==> config.mk <==
export PLATFORM = sky130hd
export DESIGN_NAME = ctxt_writer_flat
export DESIGN_NICKNAME = d
export VERILOG_FILES = /design/src/rtl/ctxt_wr_if.sv /design/src/rtl/ctxt_writer.sv /design/src/flat_wrapper.sv
export SDC_FILE = /design/constraint.sdc
export NUM_CORES = 1
export LEC_CHECK = 0
export ABC_AREA = 1
export ABC_CLOCK_PERIOD_IN_PS = 3030
export CORE_MARGIN = 4
export CORE_UTILIZATION = 30
export CTS_CLUSTER_SIZE = 14
export DETAILED_ROUTE_END_ITERATION = 8
export HOLD_SLACK_MARGIN = 0.05
export MAX_ROUTING_LAYER = met4
export PLACE_DENSITY = 0.5
export SLEW_MARGIN = 20
export SYNTH_ARGS = -nofsm -noshare
export SYNTH_HDL_FRONTEND = slang
export SYNTH_SLANG_ARGS = --single-unit
==> constraint.sdc <==
create_clock -name clk -period 3.03 [get_ports clk]
set_clock_uncertainty 0.15 [all_clocks]
set_input_delay 0.606 -clock clk [delete_from_list [all_inputs] [get_ports clk]]
set_output_delay 0.606 -clock clk [all_outputs]
set_load 0.01 [all_outputs]
==> src/rtl/ctxt_wr_if.sv <==
// ctxt_wr_if: host byte stream and screen RAM write port of ctxt_writer
interface ctxt_wr_if;
    logic [7:0]  in_data;
    logic        in_valid;
    logic        in_ready;
    logic [15:0] wr_addr;
    logic [7:0]  wr_data;
    logic        wr_en;
    modport master (output in_data, in_valid, input in_ready, wr_addr, wr_data, wr_en);
    modport slave  (input in_data, in_valid, output in_ready, wr_addr, wr_data, wr_en);
endinterface

==> src/rtl/ctxt_writer.sv <==
// ctxt_writer: text screen RAM writer with cursor, control codes and row blanking; CTXT_WR_ATTR_ESC_EN enables ESC attribute load
module ctxt_writer #(
    parameter int         COLS         = 80,
    parameter int         ROWS         = 30,
    parameter logic [7:0] DEFAULT_ATTR = 8'h07
) (
    input  logic       clk,
    input  logic       rst,
    ctxt_wr_if.slave   bus,
    output logic [6:0] cur_col,
    output logic [4:0] cur_row,
    output logic       busy
);
    typedef enum logic [2:0] {IDLE, WR_CHR, WR_ATTR, CLR_ROW, CLR_SCR} state_t;
    localparam logic [6:0] LAST_COL = 7'(COLS - 1);
    localparam logic [4:0] LAST_ROW = 5'(ROWS - 1);
    state_t      state, state_n;
    logic [6:0]  col_n;
    logic [4:0]  row_n, row_adv;
    logic [15:0] addr_n;
    logic [7:0]  data_n, attr;
    logic        en_n, accept;
    logic [6:0]  sw_col;
    logic [4:0]  sw_row;
    logic        sw_sel;
    assign accept  = bus.in_valid & bus.in_ready;
    assign row_adv = cur_row == LAST_ROW ? 5'd0 : cur_row + 5'd1;
    // The sweep position of a clear is the address register itself
    assign sw_sel = bus.wr_addr[0];
    assign sw_col = bus.wr_addr[7:1];
    assign sw_row = bus.wr_addr[12:8];
`ifdef CTXT_WR_ATTR_ESC_EN
    logic [7:0] attr_n;
    logic       esc, esc_n;
    always_ff @(posedge clk) begin
        if (rst) begin
            attr <= DEFAULT_ATTR;
            esc  <= 1'b0;
        end else begin
            attr <= attr_n;
            esc  <= esc_n;
        end
    end
`else
    assign attr = DEFAULT_ATTR;
`endif
    always_comb begin
        state_n = state;
        col_n   = cur_col;
        row_n   = cur_row;
        addr_n  = bus.wr_addr;
        data_n  = bus.wr_data;
        en_n    = 1'b0;
`ifdef CTXT_WR_ATTR_ESC_EN
        attr_n  = attr;
        esc_n   = esc;
`endif
        unique case (state)
            IDLE: if (accept) begin
`ifdef CTXT_WR_ATTR_ESC_EN
                if (esc) begin
                    attr_n = bus.in_data;
                    esc_n  = 1'b0;
                end else if (bus.in_data == 8'h1B) esc_n = 1'b1;
                else
`endif
                if (bus.in_data inside {[8'h20:8'h7E]}) begin
                    state_n = WR_CHR;
                    en_n    = 1'b1;
                    addr_n  = {3'b0, cur_row, cur_col, 1'b0};
                    data_n  = bus.in_data;
                end else if (bus.in_data == 8'h0D) col_n = 7'd0;
                else if (bus.in_data == 8'h0A) begin
                    col_n   = 7'd0;
                    row_n   = row_adv;
                    state_n = CLR_ROW;
                    en_n    = 1'b1;
                    addr_n  = {3'b0, row_adv, 7'd0, 1'b0};
                    data_n  = 8'h20;
                end else if (bus.in_data == 8'h08) col_n = cur_col != 7'd0 ? cur_col - 7'd1 : cur_col;
                else if (bus.in_data == 8'h0C) begin
                    state_n = CLR_SCR;
                    en_n    = 1'b1;
                    addr_n  = 16'd0;
                    data_n  = 8'h20;
                end
            end
            WR_CHR: begin
                state_n   = WR_ATTR;
                en_n      = 1'b1;
                addr_n[0] = 1'b1;
                data_n    = attr;
            end
            WR_ATTR: if (cur_col == LAST_COL) begin
                col_n   = 7'd0;
                row_n   = row_adv;
                state_n = CLR_ROW;
                en_n    = 1'b1;
                addr_n  = {3'b0, row_adv, 7'd0, 1'b0};
                data_n  = 8'h20;
            end else begin
                col_n   = cur_col + 7'd1;
                state_n = IDLE;
            end
            CLR_ROW, CLR_SCR: begin
                en_n = 1'b1;
                if (!sw_sel) begin
                    addr_n[0] = 1'b1;
                    data_n    = attr;
                end else if (sw_col != LAST_COL) begin
                    addr_n = {3'b0, sw_row, sw_col + 7'd1, 1'b0};
                    data_n = 8'h20;
                end else if (state == CLR_SCR && sw_row != LAST_ROW) begin
                    addr_n = {3'b0, sw_row + 5'd1, 7'd0, 1'b0};
                    data_n = 8'h20;
                end else begin
                    en_n    = 1'b0;
                    state_n = IDLE;
                    col_n   = state == CLR_SCR ? 7'd0 : cur_col;
                    row_n   = state == CLR_SCR ? 5'd0 : cur_row;
                end
            end
            default: state_n = IDLE;
        endcase
    end
    always_ff @(posedge clk) begin
        if (rst) begin
            state        <= IDLE;
            cur_col      <= 7'd0;
            cur_row      <= 5'd0;
            bus.wr_addr  <= 16'd0;
            bus.wr_data  <= 8'd0;
            bus.wr_en    <= 1'b0;
            bus.in_ready <= 1'b0;
            busy         <= 1'b0;
        end else begin
            state        <= state_n;
            cur_col      <= col_n;
            cur_row      <= row_n;
            bus.wr_addr  <= addr_n;
            bus.wr_data  <= data_n;
            bus.wr_en    <= en_n;
            bus.in_ready <= state_n == IDLE;
            busy         <= state_n != IDLE;
        end
    end
endmodule

==> src/flat_wrapper.sv <==
// flat-port wrapper written by rule: the top's interface ports become plain ports
module ctxt_writer_flat 
#(
    parameter int         COLS         = 80,
    parameter int         ROWS         = 30,
    parameter logic [7:0] DEFAULT_ATTR = 8'h07
)
  (clk, rst, cur_col, cur_row, busy, bus_in_data, bus_in_valid, bus_in_ready, bus_wr_addr, bus_wr_data, bus_wr_en);
  ctxt_wr_if bus_i ();
  input  logic clk;
  input  logic rst;
  output logic [6:0] cur_col;
  output logic [4:0] cur_row;
  output logic busy;
  input wire logic [$bits(bus_i.in_data)-1:0] bus_in_data;
  input wire logic [$bits(bus_i.in_valid)-1:0] bus_in_valid;
  output wire logic [$bits(bus_i.in_ready)-1:0] bus_in_ready;
  output wire logic [$bits(bus_i.wr_addr)-1:0] bus_wr_addr;
  output wire logic [$bits(bus_i.wr_data)-1:0] bus_wr_data;
  output wire logic [$bits(bus_i.wr_en)-1:0] bus_wr_en;
  assign bus_i.in_data = bus_in_data;
  assign bus_i.in_valid = bus_in_valid;
  assign bus_in_ready = bus_i.in_ready;
  assign bus_wr_addr = bus_i.wr_addr;
  assign bus_wr_data = bus_i.wr_data;
  assign bus_wr_en = bus_i.wr_en;
  ctxt_writer #(.COLS(COLS), .ROWS(ROWS), .DEFAULT_ATTR(DEFAULT_ATTR)) u_core (.clk(clk), .rst(rst), .bus(bus_i), .cur_col(cur_col), .cur_row(cur_row), .busy(busy));
endmodule
==> metrics.txt <==
Setup TNS=0 ns; max incr delay on CP=0.45 ns; largest area contributor in the netlist=dfxtp_1; R2R Setup Slk=0.76 ns; hold slack=0.298 ns; Post-Synth Simple-Gate Area=0.432; DRC=0; Max Slew Vio Count=0; Antenna Nets Post-Route=0; CTS tree=done; HP Class=flop to flop; Vias/cell=4.65; element type at the critical path end=flop; ys flop type=dfxtp_1; Data required, critical path=3.08 ns; DR pass1 iterations=5; largest family of logic cells by synthesized area=simple AND/OR/NAND/NOR gates; CP bufs+invs=2; WS Path Type=primary input to flop; routed wire length=7590 um; Remaining Overflow, GRT=0; root buffer cell=clkbuf_8; post-place instance area=3340 um2; max_slew headroom=0.582; Worst setup SP type=primary input; Netlist Area Pre-Place=2780 um2; die width=104 um; Area Overhead vs Synth=24.5%; mean routed wirelength per cell=12.4 um; Fin. Hold Viols=0; maxcap violations=0; fraction of layout instances using a drive strength above 1=0.0794; final layout net count=522; asr flop ratio synth=0; Filler Cell Count=999; design area=3460 um2; Global Route Usage Sum=0.150; CP arrival=2.43 ns; DR iter-0 viols=80; Gate Count Post-Synth=455; global-route wire length before repair=13100 um; Post-CTS Setup Inserts=0; # resized after CTS=0; slowest CP cell=clkdlybuf4s50_1; cts hold-fix bufs=0; synthesis-stage register bit count=39; via count=2843; family with the most delay on the worst path=simple AND/OR/NAND/NOR gates; HPWL Detailed=5960 um; CP most frequent cell=nor2_1; most frequent cells after synthesis=nand2_1 (125), nor2_1 (94), inv_1 (54); Final GP Congestion=0.849; Crit Path Max Fanout=10; xor and xnor area share after synthesis=0.0599; Max VDD drop=194 uV; IO Count=50; final setup vio count=0; Tcrit/Tclk final=0.786; post-synthesis adder-cell area fraction=0.0360; diode count=0; TritonCTS buffer count=5; unrepaired setup endpoints after global routing=no; CTS Buffer Depth=2; Post-synth EDFFs=0; Pleak=1.65 nW; Clock transition at path regs=0.08 ns; Syn Area/Cell=6.10 um2; total die area=10900 um2; share of the synthesized area in the top cell type=0.281; compound-gate portion of the synthesized area=0.0815; mux cell area share after synthesis=0; core region area=8850 um2; most common cell in the netlist=nand2_1; P per Cell Area=363 nW/um2; row count=34; height of the die=104 um; Initial Util=0.314; H-Tree Depth=2; Final min period=2.38 ns; FMAX=420 MHz; vias in the first global route=2770; worst-margin pin slew=0.622 ns; Ys Warns=0; top cells by area, synth=dfxtp_1 (28%), nand2_1 (17%), nor2_1 (13%), inv_1 (7.3%), nand3_1 (5.4%); CTS sink cnt=39; clk_lat worst skew=0.30 ns; initial antenna violation count=0; status=finished, final reports clean; sequential fraction of the synthesis area=0.281; post-layout util=0.391; Cell variety after synth=36; port bufs=46; largest net degree at the start of global routing=19; CP Cell Sequence=clkdlybuf4s50_1 > nor2_1 > nand2_1 > inv_1 > nand2_1 > nand2_1 > nor2_1 > nor2_1 > nand4_2 > nor2_1 > nor2_1
-- layout make-up --
| class | count | area, um2 | area share |
|---|---|---|---|
| sequential | 39 | 781 | 0.226 |
| multi-input combinational | 345 | 1700 | 0.493 |
| clock buffer | 6 | 82.6 | 0.0239 |
| inverter | 63 | 239 | 0.0691 |
| clock inverter | 2 | 35.0 | 0.0101 |
| tap | 108 | 135 | 0.0391 |
| timing repair buffer | 49 | 483 | 0.140 |
-- kinds of logic after synthesis --
logic type | count (synthesis)
DFF | 39
AOI/OAI and AO/OA | 38
adders and majority gates | 8
and+or+nand+nor | 277
buffers and inverters | 73
other | 1
xor gates and xnor gates | 19
-- layer usage --
| layer | vias to the layer above | part of all wire | track usage |
|---|---|---|---|
| li1 | 1506 | - | - |
| met1 | 1264 | 0.50 | 0.193 |
| met2 | 62 | 0.45 | 0.237 |
| met3 | 11 | 0.039 | 0.0242 |
| met4 | 0 | 0.017 | 0.0513 |
| met5 | - | 0 | - |
-- through the flow --
| stage | cells | setup WS, ns | power [mW] |
|---|---|---|---|
| 6_report | 612 | 0.649 | 1.25 |
| 4_1_cts | 612 | 0.660 | 1.28 |
| 3_3_place_gp | 604 | 0.364 | 0.802 |
| 5_1_grt | 612 | 0.332 | 1.33 |
| 3_5_place_dp | 604 | 0.327 | 0.801 |
| 2_1_floorplan | 457 | 1.11 | 0.708 |
-- path summary, 6_finish.rpt --
path / startpoint / endpoint / cells after the start
worst min register to register: u_core.bus.wr_data[7] / u_core.bus.wr_data[7] / 2
worst max-delay path: bus_in_data[5] / u_core.bus.wr_addr[8] / 11
worst max register to register: u_core.cur_col[0] / u_core.bus.wr_addr[8] / 10
worst min-delay path: u_core.bus.wr_data[7] / u_core.bus.wr_data[7] / 2
-- registers in the layout, summed over array words and instances, names as in the netlist --
name	flops
u_core.state	3
u_core.bus.wr_data	8
u_core.bus.wr_en	1
u_core.bus.wr_addr	13
u_core.busy	1
u_core.cur_col	7
u_core.cur_row	5
u_core.bus.in_ready	1
-- layout by cell type, fill, tap and decap left out, drive strengths merged, types with 4 or more instances in the layout --
cell / netlist / routed
o21ai: 14 / 14
xor2: 17 / 17
a21oi: 9 / 9
nor3: 5 / 5
clkbuf: 2 / 6
nand2: 129 / 129
nand4: 4 / 4
nand3: 34 / 34
o22ai: 8 / 8
clkdlybuf4s50: 0 / 46
ha: 8 / 8
inv: 63 / 63
nor2: 102 / 102
dfxtp: 39 / 39
-- where the power goes --
part,switching (mW),internal (mW)
clock network,0.201,0.267
logic,0.127,0.101
registers,0.0229,0.536
total,0.351,0.903
-- worst reg2reg max path: cells and delay by family (launching register included) --
family	cells	cell delay [ns]
adder cells (fa/ha/maj)	1	0.21
flip-flops	1	0.45
AND/OR/NAND/NOR	9	1.37
Power figures use the tool's default switching activity.
